<file path="src/rtl/lsu_issue_queue.sv">
// In-order load/store issue queue feeding the LSU.
// Captures source operands at dispatch or from the CDB, issues the oldest
// uop once its operands are ready, and drops wrong-path uops on a mispredict
// using the same ROB-age comparison as the LSU.
module lsu_issue_queue #(
    parameter int unsigned DATA_WIDTH = 32,
    parameter int unsigned ROB_WIDTH  = 4,
    parameter int unsigned PREG_WIDTH = 7,
    parameter int unsigned DEPTH      = 8
) (
    input  logic                  clk,
    input  logic                  reset,
    input  logic                  i_disp_valid,
    output logic                  o_disp_ready,
    input  logic                  i_disp_memwrite,
    input  logic [3:0]            i_disp_alu_op,
    input  logic [DATA_WIDTH-1:0] i_disp_imm,
    input  logic [PREG_WIDTH-1:0] i_disp_prs1,
    input  logic [PREG_WIDTH-1:0] i_disp_prs2,
    input  logic                  i_disp_rs1_rdy,
    input  logic                  i_disp_rs2_rdy,
    input  logic [DATA_WIDTH-1:0] i_disp_rs1_val,
    input  logic [DATA_WIDTH-1:0] i_disp_rs2_val,
    input  logic [PREG_WIDTH-1:0] i_disp_prd,
    input  logic [ROB_WIDTH-1:0]  i_disp_rob_tag,
    input  logic                  i_cdb_valid,
    input  logic [PREG_WIDTH-1:0] i_cdb_prd,
    input  logic [DATA_WIDTH-1:0] i_cdb_data,
    input  logic                  branch_mispredict,
    input  logic [ROB_WIDTH-1:0]  branch_rob_tag,
    input  logic                  i_lsu_ready,
    output logic                  o_valid,
    output logic [DATA_WIDTH-1:0] o_base_addr,
    output logic [DATA_WIDTH-1:0] o_offset,
    output logic [DATA_WIDTH-1:0] o_store_data,
    output logic                  o_memwrite,
    output logic [3:0]            o_alu_op,
    output logic [PREG_WIDTH-1:0] o_prd,
    output logic [ROB_WIDTH-1:0]  o_rob_tag
);

    localparam int unsigned PTR_W = $clog2(DEPTH);
    localparam int unsigned CNT_W = PTR_W + 1;

    typedef struct packed {
        logic                  valid;
        logic                  memwrite;
        logic [3:0]            alu_op;
        logic [DATA_WIDTH-1:0] imm;
        logic [PREG_WIDTH-1:0] prs1;
        logic                  rs1_rdy;
        logic [DATA_WIDTH-1:0] rs1_val;
        logic [PREG_WIDTH-1:0] prs2;
        logic                  rs2_rdy;
        logic [DATA_WIDTH-1:0] rs2_val;
        logic [PREG_WIDTH-1:0] prd;
        logic [ROB_WIDTH-1:0]  rob_tag;
    } entry_t;

    entry_t           ent_q [DEPTH];
    entry_t           ent_d [DEPTH];
    logic [PTR_W-1:0] head_q, head_d;
    logic [PTR_W-1:0] tail_q, tail_d;
    logic [CNT_W-1:0] count_q, count_d;

    entry_t head_ent;
    logic   head_rdy;
    logic   fire;
    logic   push;

    // Younger-than-branch test: modular distance in the ROB ring, strictly ahead.
    function automatic logic is_younger(input logic [ROB_WIDTH-1:0] tag,
                                        input logic [ROB_WIDTH-1:0] br_tag);
        logic [ROB_WIDTH-1:0] d;
        d = tag - br_tag;
        return (d != '0) && !d[ROB_WIDTH-1];
    endfunction

    // Head presentation, issue handshake and dispatch acceptance.
    always_comb begin
        head_ent     = ent_q[head_q];
        head_rdy     = head_ent.valid && head_ent.rs1_rdy
                       && (head_ent.rs2_rdy || !head_ent.memwrite);
        o_valid      = head_rdy
                       && !(branch_mispredict && is_younger(head_ent.rob_tag, branch_rob_tag));
        fire         = o_valid && i_lsu_ready;
        o_disp_ready = !reset && (count_q < CNT_W'(DEPTH));
        push         = i_disp_valid && o_disp_ready && !branch_mispredict;
        o_base_addr  = head_ent.rs1_val;
        o_offset     = head_ent.imm;
        o_store_data = head_ent.rs2_val;
        o_memwrite   = head_ent.memwrite;
        o_alu_op     = head_ent.alu_op;
        o_prd        = head_ent.prd;
        o_rob_tag    = head_ent.rob_tag;
    end

    // Next-state: CDB wakeup, push at tail, pop at head, mispredict flush.
    always_comb begin
        entry_t           new_ent;
        logic             found;
        logic [CNT_W-1:0] keep;
        logic [PTR_W-1:0] idx;

        ent_d   = ent_q;
        head_d  = head_q + PTR_W'(fire);
        tail_d  = tail_q;
        count_d = count_q;
        new_ent = '0;
        found   = 1'b0;
        keep    = count_q;
        idx     = '0;

        for (int unsigned i = 0; i < DEPTH; i++) begin
            if (i_cdb_valid && ent_q[i].valid) begin
                if (!ent_q[i].rs1_rdy && ent_q[i].prs1 == i_cdb_prd) begin
                    ent_d[i].rs1_rdy = 1'b1;
                    ent_d[i].rs1_val = i_cdb_data;
                end
                if (!ent_q[i].rs2_rdy && ent_q[i].prs2 == i_cdb_prd) begin
                    ent_d[i].rs2_rdy = 1'b1;
                    ent_d[i].rs2_val = i_cdb_data;
                end
            end
        end

        if (push) begin
            new_ent.valid    = 1'b1;
            new_ent.memwrite = i_disp_memwrite;
            new_ent.alu_op   = i_disp_alu_op;
            new_ent.imm      = i_disp_imm;
            new_ent.prs1     = i_disp_prs1;
            new_ent.rs1_rdy  = i_disp_rs1_rdy;
            new_ent.rs1_val  = i_disp_rs1_val;
            new_ent.prs2     = i_disp_prs2;
            new_ent.rs2_rdy  = i_disp_rs2_rdy;
            new_ent.rs2_val  = i_disp_rs2_val;
            new_ent.prd      = i_disp_prd;
            new_ent.rob_tag  = i_disp_rob_tag;
            // A same-cycle broadcast overrides whatever value dispatch carried.
            if (i_cdb_valid && !i_disp_rs1_rdy && i_disp_prs1 == i_cdb_prd) begin
                new_ent.rs1_rdy = 1'b1;
                new_ent.rs1_val = i_cdb_data;
            end
            if (i_cdb_valid && !i_disp_rs2_rdy && i_disp_prs2 == i_cdb_prd) begin
                new_ent.rs2_rdy = 1'b1;
                new_ent.rs2_val = i_cdb_data;
            end
            ent_d[tail_q] = new_ent;
        end

        if (fire) begin
            ent_d[head_q] = '0;
        end

        if (branch_mispredict) begin
            // Younger entries are a tail suffix: the first younger slot found
            // walking from head is where tail rewinds to, and its offset is the
            // number of survivors (before any pop this cycle).
            for (int unsigned i = 0; i < DEPTH; i++) begin
                idx = head_q + PTR_W'(i);
                if (!found && (CNT_W'(i) < count_q)
                    && is_younger(ent_q[idx].rob_tag, branch_rob_tag)) begin
                    found = 1'b1;
                    keep  = CNT_W'(i);
                end
                if (ent_q[i].valid && is_younger(ent_q[i].rob_tag, branch_rob_tag)) begin
                    ent_d[i] = '0;
                end
            end
            tail_d  = head_q + keep[PTR_W-1:0];
            count_d = keep - CNT_W'(fire);
        end else begin
            tail_d  = tail_q + PTR_W'(push);
            count_d = count_q + CNT_W'(push) - CNT_W'(fire);
        end
    end

    // State registers with synchronous reset.
    always_ff @(posedge clk) begin
        if (reset) begin
            for (int unsigned i = 0; i < DEPTH; i++) begin
                ent_q[i] <= '0;
            end
            head_q  <= '0;
            tail_q  <= '0;
            count_q <= '0;
        end else begin
            ent_q   <= ent_d;
            head_q  <= head_d;
            tail_q  <= tail_d;
            count_q <= count_d;
        end
    end

endmodule
</file>
<file path="config.mk">
export PLATFORM = sky130hd
export DESIGN_NAME = lsu_issue_queue
export DESIGN_NICKNAME = d
export VERILOG_FILES = /design/src/rtl/lsu_issue_queue.sv
export SDC_FILE = /design/constraint.sdc
export NUM_CORES = 2
export LEC_CHECK = 0
export ABC_AREA = 1
export CAP_MARGIN = 20
export CORE_ASPECT_RATIO = 0.8
export CORE_MARGIN = 4
export CORE_UTILIZATION = 40
export CTS_CLUSTER_SIZE = 8
export DETAILED_ROUTE_END_ITERATION = 8
export PLACE_DENSITY_LB_ADDON = 0.15
export SLEW_MARGIN = 20
export SYNTH_ARGS = -nofsm -noshare
export SYNTH_HDL_FRONTEND = slang
export SYNTH_SLANG_ARGS = --single-unit
</file>
<file path="constraint.sdc">
create_clock -name clk -period 7.65 [get_ports clk]
set_input_delay 1.53 -clock clk [delete_from_list [all_inputs] [get_ports clk]]
set_output_delay 1.53 -clock clk [all_outputs]
set_load 0.02 [all_outputs]
</file>
After elaboration in Yosys (flattened, before gate mapping) --
Cells that the tools add are included.
Storage, ports and cells: flip-flop bits (word level) 1042, input bits 177, output and inout port bits 114, logic and storage cells 417
Cells by class: add/sub/neg operators 29, $lt $le $gt $ge 20, eq/ne operators 18, muxes and demuxes 101, bitwise gates (word level) 11, reduce and logical (&&, ||, !) cells 139
Operator list (count):
- 129-bit binary-select mux with 3-bit select | 8
- 1032-bit two-way mux | 3
- 129-bit two-way mux | 12
- 33-bit two-way mux | 36
- 1032-bit bitwise AND | 1
- 1032-bit bitwise mux | 1
- 1032-bit NOT | 1
- 129-bit demux with 3-bit select | 2
- 7-bit equality test | 18
- 4-bit two-way mux | 24
- 1-bit logical AND | 77
- 4-bit nonzero test | 16
- 4-bit subtractor | 16
- 1-bit zero test | 45
- 4-bit greater-or-equal comparator (second input constant) | 9
- 3-bit NOT with 4-bit output | 9
- 3-bit by 4-bit less-than comparator with 1-bit output (first input constant) | 4
- 1-bit two-way mux | 14
- 3-bit adder (second input constant) | 4
- 1-bit by 4-bit less-than comparator with 1-bit output (first input constant) | 2
- 2-bit by 4-bit less-than comparator with 1-bit output (first input constant) | 2
- 4-bit by 1-bit less-than comparator with 1-bit output (second input constant) | 2
- 4-bit by 1-bit subtractor with 4-bit output | 2
- 3-bit by 1-bit adder with 3-bit output | 2
- other kinds (7) | 8

Longest topological paths before layout --
depth in word-level cells 47, gate-level depth with buffers 37

Least setup slack after synthesis --
OpenSTA, ideal clock, no wires.
kind register to register, start register head_q[1], end register tail_q[2], library setup time 0.115 ns, arrival 5.397 ns, required time 7.535 ns, path slack 2.139 ns, cell stages (with the launch flop) 31, path buffers 5, cell sequence dfxtp_1 buf_2 inv_2 clkbuf_1 clkbuf_1 clkbuf_1 ha_1 inv_1 buf_1 o21ai_0 nand2_1 o21ai_0 ha_1 fa_1 or2_2 a41oi_1 nand2_1 nand2_1 nor2_1 nand2_1 a32o_1 nand2_1 nand2_1 ha_1 inv_1 fa_1 xor2_1 xor2_1 nand2_1 o211ai_1 inv_2
Between the ends: cells in the longest elaborated chain, start to end 47, elaborated cells between the ends (all ways) 118, classes of those cells 16 x add/sub; 48 x mux; 8 x bitwise; 46 x reduce/logical
Ends and longest elaborated chain:
- start: declaration | RTL line 62 | logic [PTR_W-1:0] head_q, head_d;
- start signal: assignment | RTL line 185 | head_q <= '0;
- start signal: assignment | RTL line 190 | head_q <= head_d;
- 3-bit NOT with 4-bit output (implied by the code) | RTL line 163 | && is_younger(ent_q[idx].rob_tag, branch_rob_tag)) begin
- 129-bit binary-select mux with 3-bit select | RTL line 163
- 129-bit two-way mux (implied by the code) (2 in a row) | RTL line 163
- 4-bit subtractor | RTL line 75 | d = tag - br_tag;
- 4-bit nonzero test / 1-bit zero test (equally long branches) | RTL line 76 | return (d != '0) && !d[ROB_WIDTH-1];
- 1-bit logical AND | RTL line 76
- 1-bit logical AND | RTL line 163
- 1-bit two-way mux | RTL line 162 | if (!found && (CNT_W'(i) < count_q)
- (+30 left out)
- 1-bit two-way mux | RTL line 156 | if (branch_mispredict) begin
- 1-bit zero test | RTL line 162
- 1-bit logical AND | RTL line 162
- 1-bit logical AND | RTL line 163
- 4-bit two-way mux | RTL line 162
- 4-bit two-way mux | RTL line 156
- 3-bit adder * | RTL line 171 | tail_d = head_q + keep[PTR_W-1:0];
- 3-bit two-way mux * | RTL line 156
- end signal: assignment | RTL line 191 | tail_q <= tail_d;
- end: declaration | RTL line 63 | logic [PTR_W-1:0] tail_q, tail_d;
Mark *: on every way between the ends. The rest lies on a longest branch, timed or not. The select of a mux whose other input is x is not followed. A chain may end at the register's enable or synchronous reset.

Final worst setup path --
start register head_q[0], end output o_base_addr[0]
Between the ends: cells in the longest elaborated chain, start to end 4
Ends and longest elaborated chain:
- 3-bit NOT with 4-bit output (implied by the code) | RTL line 81 | head_ent = ent_q[head_q];
- 129-bit binary-select mux with 3-bit select | RTL line 81
- 129-bit two-way mux (2 in a row)
- end: declaration | RTL line 33 | output logic [DATA_WIDTH-1:0] o_base_addr,
Every way passes these cells. The select of a mux whose other input is x is not followed.

==> qor.yml <==
clock_tree:
  clock_path_buffers: 3
  cts_tree: "built"
  cts-root-buf: "clkbuf_16"
  clock-sinks: 1042
  cts-htree-levels: 4
  clk_latency_ns: 0.77
  path_clk_slew_ns: 0.05
  cts-buffers-inserted: 148
  cts_hold_buf: 0
  post_cts_buffers: 0
  ctsResizeCount: 0
layout:
  multiInputGateArea_um2: 29500
  fin_nets: 8062
  final_util_pct: 45.7
  drive_gt1_share_pct: 4.49
  area_growth_pct: 13.1
  n_fill_cell: 13700
  register_area_um2: 20900
synthesis:
  synth.yosys.seq_area_share_pct: 38.3
  ys_warn_count: 0
  syn_nets: 8259
  postSynthAreaPerCell_um2: 6.80
  yosys.cell_types.count: 56
  synthCells: 7997
  ys_ff_latch: 1042
  synth_area_um2: 54400
worst_setup_path:
  cp-start-kind: "register"
  reg2reg_depth: 26
  critPathCaptureType: "output pin"
  crit_family: "buffers and inverters"
  startpoint: "head_q[0]$_SDFF_PP0_"
  r2r_slack_ns: 1.53
  crit_top_cell: "buf_4"
  worst_ep_arrival_time_ns: 5.24
  critPathRequiredTime_ns: 6.12
  slowest_delay_ns: 1.01
  crit_fanout: 86
  crit_buf_inv: 3
  slowest_stage: "dfxtp_4"
  crit_chain: "buf_4 > buf_4 > o21ai_0 > o22ai_1 > nor2_1 > a31oi_1 > clkdlybuf4s50_1"
  timing.rr.start: "head_q[0]$_SDFF_PP0_"
  crit_type: "register to output pin"
  r2r-end: "tail_q[2]$_SDFF_PP0_"
sta:
  finalSetupTns_ns: 0
  max_slew_margin_pct: 23.3
  fin_ws_ns: 0.875
  skew_ns: 0.0258
  max_freq_mhz: 148
  drv_slew: 0
  fin_crit_sh_pct: 88.6
  period_minus_slack_ns: 6.77
  setup_viol: 0
  finalHoldViolations: 0
  tightestPinTransition_ns: 1.15
  rsz0062_at_grt: "false"
routing:
  antenna_left: 0
  detail_route.first_pass.iterations: 7
  dr.first_iter.drc_count: 5807
  routedWlPerCell_um: 22.5
  routed_wl_um: 216000
  viasPerCell: 5.84
  drcViolationCount: 0
  num_vias: 56000
global_route:
  grt-ovfl-total: 0
  antenna_found_initial: 8
  grt_usage_pct: 29.2
  grt_pass1_vias: 51400
  grt_start_max_net_pins: 189
  grt_pass1_wl_um: 323000
flow_run:
  maxCapViolations: 0
place:
  port_buffers: 290
  globalplace.congestion: 0.846
  dp_hpwl_um: 117000
  dpl_worst_slack_ns: 1.32
floorplanning:
  dieWidth_um: 420
  dieHeight_um: 338
  core-area_um2: 135000
  ios: 291
  dieArea_um2: 142000
  rows: 120
  initial_core_util_pct: 40.4
min_path:
  min-delay-start: "ent_q[249]$_SDFF_PP0_"
  hold_end: "ent_q[249]$_SDFF_PP0_"
  holdPathStages: 2
  hp-class: "register to register"
outcome:
  outcome: "finished, final reports clean"
pwr:
  ir_drop_uv: 230
  p_per_area_nw_per_um2: 222
  p_leak_nw: 22.9
  power_mw: 13.7
## stage by stage
step / cell area, um^2 / instances / hold WS (ns)
floorplan: 54400 / 7997 / 0.435
detailed placement: 57500 / 9419 / 0.450
global route: 61500 / 9592 / 0.471
CTS: 61500 / 9587 / 0.456
global placement: 57500 / 9418 / 0.445
finish: 61500 / 9593 / 0.454
## where the power goes
| group | total (mW) | leakage [nW] | internal [mW] | switching, mW |
|---|---|---|---|---|
| logic | 1.98 | 12.5 | 0.643 | 1.33 |
| clock network | 6.02 | 1.98 | 3.57 | 2.45 |
| registers | 5.69 | 8.41 | 5.60 | 0.0932 |
## kinds of logic (layout without fill, tap and decap cells)
group / count (synthesis) / after routing / synth area share, %
simple gates: 3314 / 3314 / 23.9
compound gates: 2417 / 2417 / 25.0
flops: 1042 / 1042 / 38.3
buf+inv: 974 / 795 / 7.71
xor+xnor: 105 / 105 / 1.70
fa+ha+maj: 85 / 85 / 2.20
mux: 60 / 60 / 1.10
other cells: 0 / 6 / 0
## layer usage
layer	wire, um	track usage [%]	vias up
met4	6910	10.8	2
li1	-	-	26500
met1	93700	39.5	26800
met3	16600	4.05	360
met2	98500	47.7	2369
met5	10	0	-
## how the worst max path moves through the flow
stage	end	depth (start not counted)	slack, ns
floorplan	tail_q[2]$_SDFF_PP0_	30	2.14
global placement	o_valid	14	1.27
detailed placement	o_valid	14	1.32
CTS	o_base_addr[0]	7	0.83
global route	o_base_addr[0]	7	0.62
finish	o_base_addr[0]	7	0.88
## area by class of cell
| type | instances | share of cell area, % |
|---|---|---|
| clock inverter | 8 | 0.185 |
| clock buffer | 160 | 6.37 |
| tap | 1769 | 3.60 |
| sequential | 1042 | 33.9 |
| timing repair buffer | 409 | 6.55 |
| antenna | 6 | 0.0244 |
| multi-input combinational | 5981 | 48.0 |
| inverter | 218 | 1.40 |
## state kept, by name, indices dropped and copies added, names as in the netlist
signal,flops
count_q,4
ent_q,1032
head_q,3
tail_q,3
## worst register-to-register path: cells and delay by family, from the launching register on
| family | cells | cell delay (ns) |
|---|---|---|
| flip-flops | 1 | 1.01 |
| buffers and inverters | 4 | 0.87 |
| AO/OA/AOI/OAI | 5 | 0.72 |
| adder cells (fa/ha/maj) | 5 | 1.95 |
| AND/OR/NAND/NOR | 10 | 1.13 |
| XOR/XNOR | 2 | 0.35 |
## Yosys cell counts (all sizes together)
cell     instances  area (um^2)
o2111a           1         11.3
o311ai           1         8.76
a221oi           4         35.0
nand4           12         81.3
buf            302         1670
o31ai            1         7.51
a211oi           2         15.0
nor4            16          113
or2              5         31.3
nor4b            2         17.5
o211ai         441         3340
and2             1         6.26
nand2b           1         6.26
nand3b           8         60.1
xor2            75          657
a21oi          475         2380
nor3            13         76.3
clkinv          14         52.6
a32o             1         10.0
nor2          1392         5240
nand3          300         1510
o21ai         1256         6290
o32ai            1         8.76
mux2i           60          601
o221ai           3         26.3
o22ai          108          676
xnor2           30          270
o21bai           3         22.5
fa              18          360
a2bb2oi          1         8.76
nand2         1564         5880
a2111oi          3         32.5
a31oi          112          701
ha              67          838
dfxtp         1042        20900
o2111ai          3         26.3
inv            204          768
clkbuf         454         1700
a41oi            1         8.76
## cell usage in the layout (no fill, tap or decap), types with 6 or more instances in the layout
cell / synthesis / routed
a21oi_1: 475 / 475
nor3_1: 12 / 12
nand4_1: 11 / 11
clkinv_1: 14 / 12
buf_12: 0 / 19
inv_6: 0 / 8
mux2i_1: 60 / 60
o211ai_1: 435 / 435
fa_1: 18 / 18
o21ai_0: 1224 / 1224
o22ai_1: 108 / 108
nand3_1: 298 / 297
a31oi_1: 112 / 112
dfxtp_1: 1042 / 1039
inv_2: 12 / 10
nand2_2: 2 / 11
nand2_1: 1561 / 1548
o21ai_1: 32 / 32
clkdlybuf4s50_1: 0 / 290
nor2_4: 1 / 9
inv_1: 191 / 187
nor2_1: 1388 / 1383
buf_4: 29 / 99
nand3b_1: 8 / 8
clkbuf_16: 0 / 155
xor2_1: 75 / 75
diode_2: 0 / 6
nor4_1: 14 / 14
xnor2_1: 29 / 29
ha_1: 67 / 67
(Power assumes the default switching activity.)
